File: config.mk
export PLATFORM = sky130hd
export DESIGN_NAME = vga_timing_gen_flat
export DESIGN_NICKNAME = d
export VERILOG_FILES = /design/src/rtl/vga_timing_pkg.sv /design/src/rtl/vga_timing_if.sv /design/src/rtl/vga_timing_gen_axis_counter.sv /design/src/rtl/vga_timing_gen.sv /design/src/flat_wrapper.sv
export SDC_FILE = /design/constraint.sdc
export NUM_CORES = 1
export LEC_CHECK = 0
export BUFFER_PORTS_ARGS = -buffer_cell sky130_fd_sc_hd__buf_2
export CAP_MARGIN = 10
export CORE_ASPECT_RATIO = 0.9
export CORE_MARGIN = 3
export CORE_UTILIZATION = 48
export CTS_BUF_LIST = sky130_fd_sc_hd__clkbuf_4 sky130_fd_sc_hd__clkbuf_8
export DETAILED_ROUTE_END_ITERATION = 8
export PLACE_DENSITY = 0.82
export SETUP_SLACK_MARGIN = 0.02
export SLEW_MARGIN = 20
export SYNTH_ARGS = -nofsm -noshare
export SYNTH_HDL_FRONTEND = slang
export SYNTH_SLANG_ARGS = --single-unit
File: constraint.sdc
create_clock -name clk -period 2.7 [get_ports clk]
set_input_delay 0.405 -clock clk [delete_from_list [all_inputs] [get_ports clk]]
set_output_delay 0.405 -clock clk [all_outputs]
set_load 0.03 [all_outputs]
File: src/rtl/vga_timing_pkg.sv
// Shared constants and types for the 640x480@60 raster timing generator.
package vga_timing_pkg;
  typedef logic [9:0] coord_t;

  localparam int DEF_H_ACTIVE = 640;
  localparam int DEF_H_FP     = 16;
  localparam int DEF_H_SYNC   = 96;
  localparam int DEF_H_BP     = 48;
  localparam int DEF_V_ACTIVE = 480;
  localparam int DEF_V_FP     = 10;
  localparam int DEF_V_SYNC   = 2;
  localparam int DEF_V_BP     = 33;

  localparam int H_TOTAL  = DEF_H_ACTIVE + DEF_H_FP + DEF_H_SYNC + DEF_H_BP;
  localparam int V_TOTAL  = DEF_V_ACTIVE + DEF_V_FP + DEF_V_SYNC + DEF_V_BP;
  localparam int HS_START = DEF_H_ACTIVE + DEF_H_FP;
  localparam int HS_END   = HS_START + DEF_H_SYNC;
  localparam int VS_START = DEF_V_ACTIVE + DEF_V_FP;
  localparam int VS_END   = VS_START + DEF_V_SYNC;
endpackage

File: src/rtl/vga_timing_if.sv
// Raster bundle: generator drives coordinates, syncs and frame events; consumer drives ena.
interface vga_timing_if;
  import vga_timing_pkg::*;
  logic       ena;
  coord_t     pix_x;
  coord_t     pix_y;
  logic       hsync;
  logic       vsync;
  logic       display_on;
  logic       line_start;
  logic       frame_start;
  logic [7:0] frame_cnt;

  modport master (input ena, output pix_x, pix_y, hsync, vsync, display_on,
                  line_start, frame_start, frame_cnt);
  modport slave  (output ena, input pix_x, pix_y, hsync, vsync, display_on,
                  line_start, frame_start, frame_cnt);
endinterface

File: src/rtl/vga_timing_gen_axis_counter.sv
// One raster axis: wrapping counter with terminal count, active-region and sync-window decode.
module vga_axis_counter
  import vga_timing_pkg::*;
#(
  parameter int TOTAL      = H_TOTAL,
  parameter int ACTIVE     = DEF_H_ACTIVE,
  parameter int SYNC_START = HS_START,
  parameter int SYNC_END   = HS_END
) (
  input  logic   clk,
  input  logic   reset,
  input  logic   en,
  output coord_t cnt,
  output logic   tc,
  output logic   active,
  output logic   in_sync
);
  localparam coord_t LAST = coord_t'(TOTAL - 1);

  always_ff @(posedge clk or posedge reset) begin
    if (reset)   cnt <= '0;
    else if (en) cnt <= tc ? '0 : cnt + 10'd1;
  end

  assign tc      = (cnt == LAST);
  assign active  = (cnt < coord_t'(ACTIVE));
  assign in_sync = (cnt >= coord_t'(SYNC_START)) && (cnt < coord_t'(SYNC_END));
endmodule

File: src/rtl/vga_timing_gen.sv
// Raster timing generator: pixel/line counters, syncs, blanking and frame counter.
// Define VGA_SYNC_PIPE_EN to register hsync/vsync/display_on one clk behind pix_x/pix_y.
module vga_timing_gen
  import vga_timing_pkg::*;
#(
  parameter int H_ACTIVE = DEF_H_ACTIVE,
  parameter int H_FP     = DEF_H_FP,
  parameter int H_SYNC   = DEF_H_SYNC,
  parameter int H_BP     = DEF_H_BP,
  parameter int V_ACTIVE = DEF_V_ACTIVE,
  parameter int V_FP     = DEF_V_FP,
  parameter int V_SYNC   = DEF_V_SYNC,
  parameter int V_BP     = DEF_V_BP,
  parameter bit SYNC_POL = 1'b0
) (
  input logic          clk,
  input logic          reset,
  vga_timing_if.master vga
);
  localparam int H_TOT = H_ACTIVE + H_FP + H_SYNC + H_BP;
  localparam int V_TOT = V_ACTIVE + V_FP + V_SYNC + V_BP;
  localparam int H_SS  = H_ACTIVE + H_FP;
  localparam int V_SS  = V_ACTIVE + V_FP;

  coord_t     h, v;
  logic       h_tc, v_tc, h_act, v_act, h_sy, v_sy;
  logic [7:0] frame_cnt;
  logic       hs_c, vs_c, de_c;

  vga_axis_counter #(.TOTAL(H_TOT), .ACTIVE(H_ACTIVE), .SYNC_START(H_SS),
                     .SYNC_END(H_SS + H_SYNC)) u_h (
    .clk(clk), .reset(reset), .en(vga.ena),
    .cnt(h), .tc(h_tc), .active(h_act), .in_sync(h_sy));

  // v steps only on the edge where h wraps
  vga_axis_counter #(.TOTAL(V_TOT), .ACTIVE(V_ACTIVE), .SYNC_START(V_SS),
                     .SYNC_END(V_SS + V_SYNC)) u_v (
    .clk(clk), .reset(reset), .en(vga.ena & h_tc),
    .cnt(v), .tc(v_tc), .active(v_act), .in_sync(v_sy));

  always_ff @(posedge clk or posedge reset) begin
    if (reset)                       frame_cnt <= '0;
    else if (vga.ena && h_tc && v_tc) frame_cnt <= frame_cnt + 8'd1;
  end

  assign hs_c = h_sy ? SYNC_POL : ~SYNC_POL;
  assign vs_c = v_sy ? SYNC_POL : ~SYNC_POL;
  assign de_c = h_act & v_act;

`ifdef VGA_SYNC_PIPE_EN
  logic hs_q, vs_q, de_q;

  always_ff @(posedge clk or posedge reset) begin
    if (reset) begin
      hs_q <= ~SYNC_POL;
      vs_q <= ~SYNC_POL;
      de_q <= 1'b0;
    end else if (vga.ena) begin
      hs_q <= hs_c;
      vs_q <= vs_c;
      de_q <= de_c;
    end
  end

  assign vga.hsync      = hs_q;
  assign vga.vsync      = vs_q;
  assign vga.display_on = de_q;
`else
  assign vga.hsync      = hs_c;
  assign vga.vsync      = vs_c;
  assign vga.display_on = de_c;
`endif

  assign vga.pix_x       = h;
  assign vga.pix_y       = v;
  assign vga.line_start  = (h == '0);
  assign vga.frame_start = (h == '0) && (v == '0);
  assign vga.frame_cnt   = frame_cnt;
endmodule

File: src/flat_wrapper.sv
// flat-port wrapper written by rule: the top's interface ports become plain ports
module vga_timing_gen_flat import vga_timing_pkg::*;
#(
  parameter int H_ACTIVE = DEF_H_ACTIVE,
  parameter int H_FP     = DEF_H_FP,
  parameter int H_SYNC   = DEF_H_SYNC,
  parameter int H_BP     = DEF_H_BP,
  parameter int V_ACTIVE = DEF_V_ACTIVE,
  parameter int V_FP     = DEF_V_FP,
  parameter int V_SYNC   = DEF_V_SYNC,
  parameter int V_BP     = DEF_V_BP,
  parameter bit SYNC_POL = 1'b0
)
  (clk, reset, vga_ena, vga_pix_x, vga_pix_y, vga_hsync, vga_vsync, vga_display_on, vga_line_start, vga_frame_start, vga_frame_cnt);
  vga_timing_if vga_i ();
  input logic clk;
  input logic reset;
  input wire logic [$bits(vga_i.ena)-1:0] vga_ena;
  output wire logic [$bits(vga_i.pix_x)-1:0] vga_pix_x;
  output wire logic [$bits(vga_i.pix_y)-1:0] vga_pix_y;
  output wire logic [$bits(vga_i.hsync)-1:0] vga_hsync;
  output wire logic [$bits(vga_i.vsync)-1:0] vga_vsync;
  output wire logic [$bits(vga_i.display_on)-1:0] vga_display_on;
  output wire logic [$bits(vga_i.line_start)-1:0] vga_line_start;
  output wire logic [$bits(vga_i.frame_start)-1:0] vga_frame_start;
  output wire logic [$bits(vga_i.frame_cnt)-1:0] vga_frame_cnt;
  assign vga_i.ena = vga_ena;
  assign vga_pix_x = vga_i.pix_x;
  assign vga_pix_y = vga_i.pix_y;
  assign vga_hsync = vga_i.hsync;
  assign vga_vsync = vga_i.vsync;
  assign vga_display_on = vga_i.display_on;
  assign vga_line_start = vga_i.line_start;
  assign vga_frame_start = vga_i.frame_start;
  assign vga_frame_cnt = vga_i.frame_cnt;
  vga_timing_gen #(.H_ACTIVE(H_ACTIVE), .H_FP(H_FP), .H_SYNC(H_SYNC), .H_BP(H_BP), .V_ACTIVE(V_ACTIVE), .V_FP(V_FP), .V_SYNC(V_SYNC), .V_BP(V_BP), .SYNC_POL(SYNC_POL)) u_core (.clk(clk), .reset(reset), .vga(vga_i));
endmodule
* Yosys cells after proc, flatten, opt, wreduce, memory -nomap -nowiden
Index checks and enable logic that the tools add are counted.
** Storage, ports and cells
- Register bits after elaboration :: 28
- Input bits :: 3
- Output and inout port bits :: 33
** Cells by class
- $add $sub $neg :: 3
- Order comparisons :: 6
- Eq/ne operators :: 2
- Mux-type cells :: 4
- Bitwise gates (word level) :: 2
- Reduce and logical (&&, ||, !) cells :: 7
** Operators by type and width (number)
- 10-bit by 1-bit adder with 10-bit output (second input constant) :: 2
- 10-bit == test (second input constant) :: 2
- 10-bit zero test :: 2
- 10-bit less-than comparator (second input constant) :: 2
- 10-bit by 9-bit less-than comparator with 1-bit output (second input constant) :: 2
- 10-bit 2-to-1 mux :: 2
- 10-bit greater-or-equal comparator (second input constant) :: 1
- 10-bit by 9-bit greater-or-equal comparator with 1-bit output (second input constant) :: 1
- 8-bit by 1-bit adder with 8-bit output (second input constant) :: 1
- 1-bit logical AND :: 5
- 1-bit AND :: 2
- 1-bit 2-to-1 mux :: 2

* Longest topological paths before layout
Gate-level depths: netlist of the first run.
- Depth after elaboration :: 3
- Mapped depth :: 7

* Cells and area by module
From an unflattened synthesis of the first run, not the netlist that was laid out.
** Second synthesis, totals
- Cells, all modules :: 161
- Area, all modules :: 1571.5 µm²
** Modules (own cells, without submodules)
- vga_axis_counter at u_core.u_v :: times used 1, cells each 61, area an instance 575.6 µm², sequential area each 250.2 µm²
- vga_axis_counter at u_core.u_h :: times used 1, cells each 60, area an instance 563.0 µm², sequential area each 250.2 µm²
- vga_timing_gen :: times used 1, cells each 40, area an instance 432.9 µm², sequential area each 200.2 µm²

* Least setup slack after synthesis of the first run
OpenSTA, ideal clock, no wires.
- Path type :: reg-to-output
- Start point :: reg u_core.u_h.cnt[4]
- End point :: out vga_frame_start
- Arrival :: 2.569 ns
- Data required time :: 2.295 ns
- Slack :: -0.274 ns
- Cell stages (with the launch flop) :: 6
- Buffers on the path :: 1
- Path through :: dfrtp_1 -> buf_4 -> nor4_1 -> nand2_1 -> nor4b_1 -> and4_1
** On the way
- Word-level cells in the longest chain between the ends :: 2
** Ends and longest elaborated chain
- start, declared :: line vga_timing_gen_axis_counter.sv:13 : output coord_t cnt,
- start signal, assigned :: line vga_timing_gen_axis_counter.sv:22 : else if (en) cnt <= tc ? '0 : cnt + 10'd1;
- 10-bit zero test
- named net vga_line_start :: line flat_wrapper.sv:24 : output wire logic [$bits(vga_i.line_start)-1:0] vga_line_start;
- 1-bit logical AND :: line vga_timing_gen.sv:77 : assign vga.frame_start = (h == '0) && (v == '0);
- end, declared :: line flat_wrapper.sv:25 : output wire logic [$bits(vga_i.frame_start)-1:0] vga_frame_start;
The timed path passes the listed nets, and every way through them passes these cells.

* Worst setup path in the final report of the first run
- Start point :: reg u_core.u_h.cnt[9]
- End point :: out vga_frame_start
** On the way
- Word-level cells in the longest chain between the ends :: 2
** Ends and longest elaborated chain (line)
- 10-bit zero test :: vga_timing_gen.sv:77
- 1-bit logical AND :: vga_timing_gen.sv:77
No other way between the ends.

==> flow_summary.json, run 1 <==
{
  "outcome": "complete, no violations",
  "synth.avg_cell_area_um2": 10.13,
  "grt_pass1_wl_um": 5402,
  "postCtsHoldBufs": 0,
  "synth_seq_cells": 28,
  "syn_area_um2": 1529,
  "fin_crit_sh": 0.8731,
  "yosys_warnings": 0,
  "syn-num-nets": 159,
  "swShare": 0.3934,
  "hold_path.class": "in2async",
  "grt_pass1_vias": 1148,
  "rsz0062_at_grt": "false",
  "leakagePower_nw": 0.9569,
  "dieWidth_um": 65.49,
  "synth_top_area_share": 0.4583,
  "hold_viol_final": 0,
  "synth_fa_ha_area_frac": 0.04092,
  "design.die.area_um2": 3899,
  "synth.yosys.seq_area_share": 0.4583,
  "drv_slew": 0,
  "p_sw_mw": 0.3992,
  "layout_common_cells": "buf_2 (35), dfrtp_1 (28), inv_1 (13)",
  "dp_slack_ps": 504.8,
  "cts_buffers": 3,
  "h-tree-depth": 1,
  "slew_headroom": 0.5980,
  "yosysTopAreaCell": "dfrtp_1",
  "postSynthCellCount": 151,
  "antenna_cells": 0,
  "clock.fmax_mhz": 424.2,
  "path_max_fanout": 7,
  "cts_tree": "yes",
  "maxCapViolations": 0,
  "cp-start-kind": "flop",
  "core_area_um2": 2883,
  "setup_slack_ps": 342.5,
  "clk_latency_ps": 320,
  "cts.clk_slew.worst_paths_ps": 140,
  "r2r-start": "u_core.u_h.cnt[7]",
  "power.density_nw_per_um2": 571.8,
  "die_h_um": 59.54,
  "antenna_left": 0,
  "cts.sinks": 28,
  "grt.total_usage": 0.1819,
  "antenna_found_initial": 0,
  "vias": 1271,
  "drive_gt1_frac": 0.2620,
  "final_common_cell": "buf_2",
  "synth_xor_area_frac": 0.09738,
  "route.detailed.drc": 0,
  "crit_type": "reg2out",
  "fin_crit_ps": 2357,
  "seqPwrFrac": 0.549,
  "grt_max_degree": 29,
  "initial_core_util": 0.5304,
  "syn_to_final_growth_pct": 16.04,
  "ir_worst_vdd_v": 0.0003999,
  "cts_root_buffer": "clkbuf_4",
  "ctsLongestPathBuffers": 2,
  "holdWs_ps": 126.2,
  "gr-total-overflow": 0,
  "drtIter0Drc": 82,
  "dp_hpwl_um": 2498,
  "critPathRequiredTime_ps": 2300,
  "vias_per_cell": 5.599,
  "synth_mux_area_frac": 0.02700,
  "io_pins": 36,
  "worstSetupEndpointType": "primary output",
  "cts-resized-gates": 0,
  "final.setup.tns_ps": 0,
  "dr.pass1.iters": 4,
  "fp-row-count": 18,
  "skew_ps": 3.012,
  "pwr-share-clk": 0.163,
  "synth_compound_area_frac": 0.05401,
  "portBuffers": 35,
  "ys_types": 36,
  "avgRoutedWirePerCell_um": 14.35,
  "gp_congestion": 0.8434,
  "ys_top_cells_by_area": "dfrtp_1 (46%), xor2_1 (5.2%), xnor2_1 (4.6%), ha_1 (4.1%), nand4_1 (4.1%)",
  "setup-violations-final": 0,
  "synth_simple_gate_area_frac": 0.2700,
  "p_comb_frac": 0.287,
  "tightest_slew_ps": 601.4,
  "cp.arrival_ps": 1950,
  "synth_top_family_by_area": "simple AND/OR/NAND/NOR gates",
  "wirelength_um": 3258,
  "post_cts_buffers": 0,
  "p_int_mw": 0.6154,
  "fin_nets": 197,
  "startpoint": "u_core.u_h.cnt[9]"
}
[layer usage]
layer / share of wire / up-vias / GRT usage
met4: 0.014 / 0 / 0.06213
met5: 0 / - / 0
met3: 0.052 / 6 / 0.03605
li1: - / 605 / -
met1: 0.46 / 624 / 0.2524
met2: 0.47 / 36 / 0.2857
[power groups by stage]
stage	clock network, mW	logic, mW	registers (mW)
global route	0.195	0.317	0.568
CTS	0.174	0.295	0.554
detailed placement	0	0.293	0.563
finish	0.166	0.292	0.557
global placement	0	0.287	0.552
floorplan	0	0.162	0.610
[area by class of cell]
cell class | instances | area [um^2]
Clock buffer | 3 | 22.52
Fill cell | 255 | 1109
Inverter | 13 | 48.80
Multi-Input combinational cell | 105 | 754.5
Sequential cell | 28 | 700.7
Tap cell | 40 | 50.05
Timing Repair Buffer | 38 | 197.7
[stage by stage]
| step | area [um^2] | instances | utilization | total power, mW |
|---|---|---|---|---|
| floorplan | 1535 | 151 | - | 0.7726 |
| global placement | 1752 | 224 | 0.6076 | 0.8394 |
| detailed placement | 1752 | 224 | 0.6076 | 0.8560 |
| CTS | 1774 | 227 | 0.6155 | 1.023 |
| global route | 1774 | 227 | 0.6155 | 1.081 |
| finish | 1774 | 227 | 0.6155 | 1.015 |
[worst max-delay path: stages (launching register included)]
cell     delay (ps)
dfrtp_1         490
nor4_1          300
nand2_1         100
nor4b_2         310
and4_1          240
buf_2           200
[Yosys cell counts (all sizes together)]
master  instances
mux2            1
a21oi           3
a21bo           1
and3            4
dfrtp          28
nor2b           4
ha              5
nand4b          1
and4            1
mux2i           3
a22o            1
and2            1
nor4b           2
buf             4
xor2            9
o21ai           6
nand4          10
nor4            6
inv            13
or4b            1
nand3           8
clkbuf          1
or3             3
xnor2           8
o22ai           1
nor3            8
or4             1
a31oi           2
nand2           9
nor2            6
[worst paths after layout]
check                                          endpoint  slack [ps]  cells past startpoint
worst max-delay path                    vga_frame_start         340                      5
worst min-delay path                  u_core.u_h.cnt[5]         130                      3
worst max register to register  u_core.vga.frame_cnt[1]         480                      4
worst min register to register  u_core.vga.frame_cnt[7]         480                      1
max in group asynchronous       u_core.vga.frame_cnt[0]        2310                      3
min in group clk                      u_core.u_h.cnt[0]         350                      2
[state kept, by name, indices dropped and copies added, names as in the netlist]
signal                count
u_core.vga.frame_cnt      8
u_core.u_v.cnt           10
u_core.u_h.cnt           10
[kinds of logic (layout without fill, tap and decap cells)]
group / count (synthesis) / in the layout
AND/OR/NAND/NOR: 65 / 65
flip-flops: 28 / 28
AO/OA/AOI/OAI: 14 / 14
adder cells (fa/ha/maj): 5 / 5
buffers and inverters: 18 / 54
XOR/XNOR: 17 / 17
multiplexers: 4 / 4
No activity file was read; power rests on OpenSTA's default activity.
==> run 2, diff against run 1 <==
==> constraint.sdc (replaced) <==
create_clock -name clk -period 2.7 [get_ports clk]
set_input_delay 0.54 -clock clk [delete_from_list [all_inputs] [get_ports clk]]
set_output_delay 0.54 -clock clk [all_outputs]
set_load 0.03 [all_outputs]
==> flow_summary.json, run 2 (same netlist as run 1, synthesis figures left out) <==
{
  "vias_per_cell": 5.643,
  "crit_type": "reg2out",
  "dr.pass1.iters": 4,
  "route.detailed.drc": 0,
  "fin_area_um2": 1775,
  "slew_headroom": 0.6170,
  "path_buf_inv": 1,
  "ctsLongestPathBuffers": 2,
  "ir_worst_vdd_v": 0.0003584,
  "cts_buffers": 3,
  "portBuffers": 35,
  "cp_slowest_cell": "dfrtp_1",
  "dieWidth_um": 65.49,
  "wirelength_um": 3262,
  "multiInputGateArea_um2": 754.5,
  "avgRoutedWirePerCell_um": 14.37,
  "gp_congestion": 0.8428,
  "die_h_um": 59.54,
  "cts_tree": "yes",
  "hold_viol_final": 0,
  "syn_to_final_growth_pct": 16.12,
  "cp-start-kind": "flop",
  "grt_pass1_vias": 1146,
  "cts.clk_slew.worst_paths_ps": 130,
  "drv_slew": 0,
  "initial_core_util": 0.5304,
  "clock.fmax_mhz": 398.5,
  "fin_nets": 197,
  "grt_pass1_wl_um": 5368,
  "grt_max_degree": 29,
  "rsz0062_at_grt": "false",
  "post-place-cells": 224,
  "setup-violations-final": 0,
  "fin_crit_sh": 0.9294,
  "layout_common_cells": "buf_2 (35), dfrtp_1 (27), inv_1 (13)",
  "cp_top_family": "simple AND/OR/NAND/NOR gates",
  "cts.sinks": 28,
  "fp-row-count": 18,
  "crit_path_cell_trace": "nor4_1, nand2_1, nor4b_2, and4_1, buf_2",
  "worstSetupEndpointType": "primary output",
  "final_common_cell": "buf_2",
  "vias": 1281,
  "fill_cells": 275,
  "design.die.area_um2": 3899,
  "total_power_mw": 1.011,
  "dp_hpwl_um": 2519,
  "antenna_left": 0,
  "post_dp_cell_area_um2": 1752,
  "tightest_slew_ps": 572.9,
  "fin_crit_ps": 2509,
  "finalNonFillerCells": 227,
  "final.setup.tns_ps": 0,
  "path_max_fanout": 7,
  "drtIter0Drc": 41,
  "drive_gt1_frac": 0.2674,
  "io_pins": 36,
  "skew_ps": 1.426,
  "leakagePower_nw": 0.9552,
  "outcome": "complete, no violations",
  "crit_path_max_incr_delay_ps": 480,
  "grt.total_usage": 0.1822,
  "maxCapViolations": 0,
  "antenna_cells": 0,
  "core_area_um2": 2883,
  "h-tree-depth": 1,
  "regArea_um2": 701.9,
  "power.density_nw_per_um2": 569.2,
  "cts_root_buffer": "clkbuf_4",
  "clk_latency_ps": 330,
  "cp.arrival_ps": 1970,
  "hold_path.class": "in2async",
  "critPathRequiredTime_ps": 2160,
  "final_util": 0.6159,
  "antenna_found_initial": 0,
  "top_regs": "u_core.u_h.cnt (10), u_core.u_v.cnt (10), u_core.vga.frame_cnt (8)",
  "gr-total-overflow": 0
}
==> run 2: cell counts in the layout (fill, tap and decap cells not counted) <==
No cell type changed its count.
==> run 2: final timing paths <==
check,startpoint,end,slack (ps),cells after the start
min in group clk,u_core.vga.frame_cnt[7],u_core.vga.frame_cnt[7],480,1
worst min register to register,u_core.vga.frame_cnt[7],u_core.vga.frame_cnt[7],480,1
worst max register to register,u_core.u_h.cnt[7],u_core.vga.frame_cnt[1],500,4
max in group asynchronous,reset,u_core.u_h.cnt[9],2170,3
worst min-delay path,reset,u_core.u_h.cnt[8],260,3
worst max-delay path,u_core.u_h.cnt[2],vga_frame_start,190,5
==> run 2: final cells by class <==
class	count	share of cell area
clock buffers	3	0.01269
multi-input cells	105	0.4249
well taps	40	0.02819
flip-flops and latches	28	0.3953
inverters	13	0.02748
repair buffers	38	0.1113
==> run 2: metrics by stage <==
step,hold slack (ps),setup slack [ps]
global route,262.6,27.28
CTS,258.7,172.5
finish,255.6,190.7
detailed placement,464.2,425.7
global placement,456.0,474.7
floorplan,605.4,53.58
==> run 2: where the power goes <==
part | leakage [nW] | total [mW] | internal [mW] | switching (mW)
logic | 0.585 | 0.291 | 0.100 | 0.191
clock network | 0.0138 | 0.169 | 0.0525 | 0.116
registers | 0.356 | 0.551 | 0.463 | 0.0879
==> run 2: layer usage <==
metal / wire, um / track usage / up-vias
li1: - / - / 614
met1: 1496 / 0.2461 / 628
met2: 1563 / 0.2929 / 31
met3: 120 / 0.02467 / 8
met4: 80 / 0.08284 / 0
met5: 0 / 0 / -
==> run 2: worst reg2reg max path, stage by stage (launching register included) <==
cell and delay (ps):
dfrtp_1 460, nand4b_2 260, or4b_1 770, nor2_1 260, mux2_2 350
==> run 2: repair_timing <==
item                                    CTS  global route
setup buffers                             0             0
endpoints found under the setup margin    0             1
gates resized for setup                   0             1
hold buffers                              0             0
==> run 3, diff against run 2 <==
--- a/config.mk
+++ b/config.mk
@@ -15,5 +15,5 @@
 export PLACE_DENSITY = 0.82
 export SETUP_SLACK_MARGIN = 0.02
-export SLEW_MARGIN = 20
+export SLEW_MARGIN = 30
 export SYNTH_ARGS = -nofsm -noshare
 export SYNTH_HDL_FRONTEND = slang
==> constraint.sdc (replaced) <==
create_clock -name clk -period 2.7 [get_ports clk]
set_input_delay 0.135 -clock clk [delete_from_list [all_inputs] [get_ports clk]]
set_output_delay 0.135 -clock clk [all_outputs]
set_load 0.03 [all_outputs]
==> flow_summary.json, run 3 (same netlist as run 1, synthesis figures left out) <==
{
  "cts_tree": "yes",
  "grt_max_degree": 29,
  "skew_ps": 3.804,
  "fin_crit_sh": 0.8295,
  "crit_path_max_incr_delay_ps": 770,
  "core_area_um2": 2883,
  "gp_congestion": 0.8689,
  "final.setup.tns_ps": 0,
  "die_h_um": 59.54,
  "worstSetupEndpointType": "flop",
  "crit_type": "reg2reg",
  "fill_cells": 249,
  "top_regs": "u_core.u_h.cnt (10), u_core.u_v.cnt (10), u_core.vga.frame_cnt (8)",
  "power.density_nw_per_um2": 590.2,
  "avgRoutedWirePerCell_um": 15.18,
  "cp.arrival_ps": 2480,
  "h-tree-depth": 1,
  "critPathRequiredTime_ps": 2940,
  "path_buf_inv": 0,
  "gr-total-overflow": 0,
  "final_common_cell": "buf_2",
  "outcome": "complete, no violations",
  "design.die.area_um2": 3899,
  "slew_headroom": 0.6075,
  "cp-start-kind": "flop",
  "vias_per_cell": 5.596,
  "fin_nets": 197,
  "hold_viol_final": 0,
  "grt_pass1_vias": 1161,
  "syn_to_final_growth_pct": 17.10,
  "total_power_mw": 1.057,
  "p_int_mw": 0.6470,
  "p_sw_mw": 0.4097,
  "drv_slew": 0,
  "setup-violations-final": 0,
  "crit_path_cell_trace": "nand4b_2, or4b_1, nor2_1, mux2_2",
  "portBuffers": 35,
  "p_comb_frac": 0.281,
  "fin_area_um2": 1790,
  "holdWs_ps": 37.93,
  "pwr-share-clk": 0.196,
  "wirelength_um": 3461,
  "cts-resized-gates": 0,
  "clk_latency_ps": 340,
  "fp-row-count": 18,
  "dr.pass1.iters": 4,
  "finalNonFillerCells": 228,
  "vias": 1276,
  "swShare": 0.3877,
  "leakagePower_nw": 0.9624,
  "ir_worst_vdd_v": 0.0003203,
  "dieWidth_um": 65.49,
  "cp_top_family": "simple AND/OR/NAND/NOR gates",
  "io_pins": 36,
  "cts_buffers": 3,
  "rsz0062_at_grt": "false",
  "maxCapViolations": 0,
  "drtIter0Drc": 88,
  "grt_pass1_wl_um": 5664,
  "seqPwrFrac": 0.523,
  "layout_common_cells": "buf_2 (35), dfrtp_1 (28), inv_1 (12)",
  "ctsLongestPathBuffers": 2,
  "setup_slack_ps": 460.4,
  "antenna_cells": 0,
  "cts.clk_slew.worst_paths_ps": 150,
  "cts_root_buffer": "clkbuf_4",
  "final_util": 0.6211,
  "cts.sinks": 28,
  "clock.fmax_mhz": 446.5,
  "dp_slack_ps": 471.3,
  "antenna_found_initial": 0,
  "dp_hpwl_um": 2664,
  "post-place-cells": 223,
  "fin_crit_ps": 2240,
  "initial_core_util": 0.5304,
  "cp_slowest_cell": "or4b_1",
  "route.detailed.drc": 0,
  "hold_path.class": "in2reg",
  "grt.total_usage": 0.1927,
  "path_max_fanout": 10,
  "tightest_slew_ps": 587.2,
  "post_dp_cell_area_um2": 1744,
  "drive_gt1_frac": 0.2660,
  "antenna_left": 0
}
[run 3: cell type report]
| class | instances | area [um^2] | area share |
|---|---|---|---|
| clock buffer | 4 | 36.28 | 0.02027 |
| tap | 40 | 50.05 | 0.02795 |
| multi-input combinational | 105 | 754.5 | 0.4214 |
| sequential | 28 | 700.7 | 0.3913 |
| inverter | 13 | 48.80 | 0.02725 |
| timing repair buffer | 38 | 200.2 | 0.1118 |
[run 3: power by group through the flow]
stage	registers [mW]	clock network (mW)	logic [mW]
floorplan	0.610	0	0.162
global placement	0.552	0	0.285
detailed placement	0.559	0	0.299
CTS	0.550	0.208	0.300
global route	0.566	0.232	0.320
finish	0.553	0.207	0.297
[run 3: metal layers]
metal	global-route usage	vias to the layer above	share of wire
li1	-	606	-
met1	0.2606	612	0.43
met2	0.3059	52	0.48
met3	0.04744	6	0.068
met4	0.06213	0	0.018
met5	0	-	0
[run 3: worst register-to-register path, delay by kind of cell, from the launching register on]
kind / cells / cell delay [ps]
multiplexers: 1 / 360
AND/OR/NAND/NOR: 3 / 1310
flip-flops: 1 / 470
[run 3: path summary, 6_finish.rpt]
path | from | to | slack, ps | depth (start not counted)
setup reg to reg | u_core.u_h.cnt[7] | u_core.vga.frame_cnt[1] | 460 | 4
setup / recovery | u_core.u_h.cnt[7] | u_core.vga.frame_cnt[1] | 460 | 4
max in group asynchronous | reset | u_core.u_v.cnt[7] | 1950 | 3
hold / removal | vga_ena | u_core.u_h.cnt[0] | 40 | 2
hold reg to reg | u_core.vga.frame_cnt[7] | u_core.vga.frame_cnt[7] | 480 | 1
min in group asynchronous | reset | u_core.u_h.cnt[2] | 380 | 3
[run 3: timing repair]
item | in CTS | in global routing
setup buffers | 0 | 0
hold endpoints to repair | 28 | 0
setup endpoints to repair | 0 | 0
hold buffers | 1 | 0
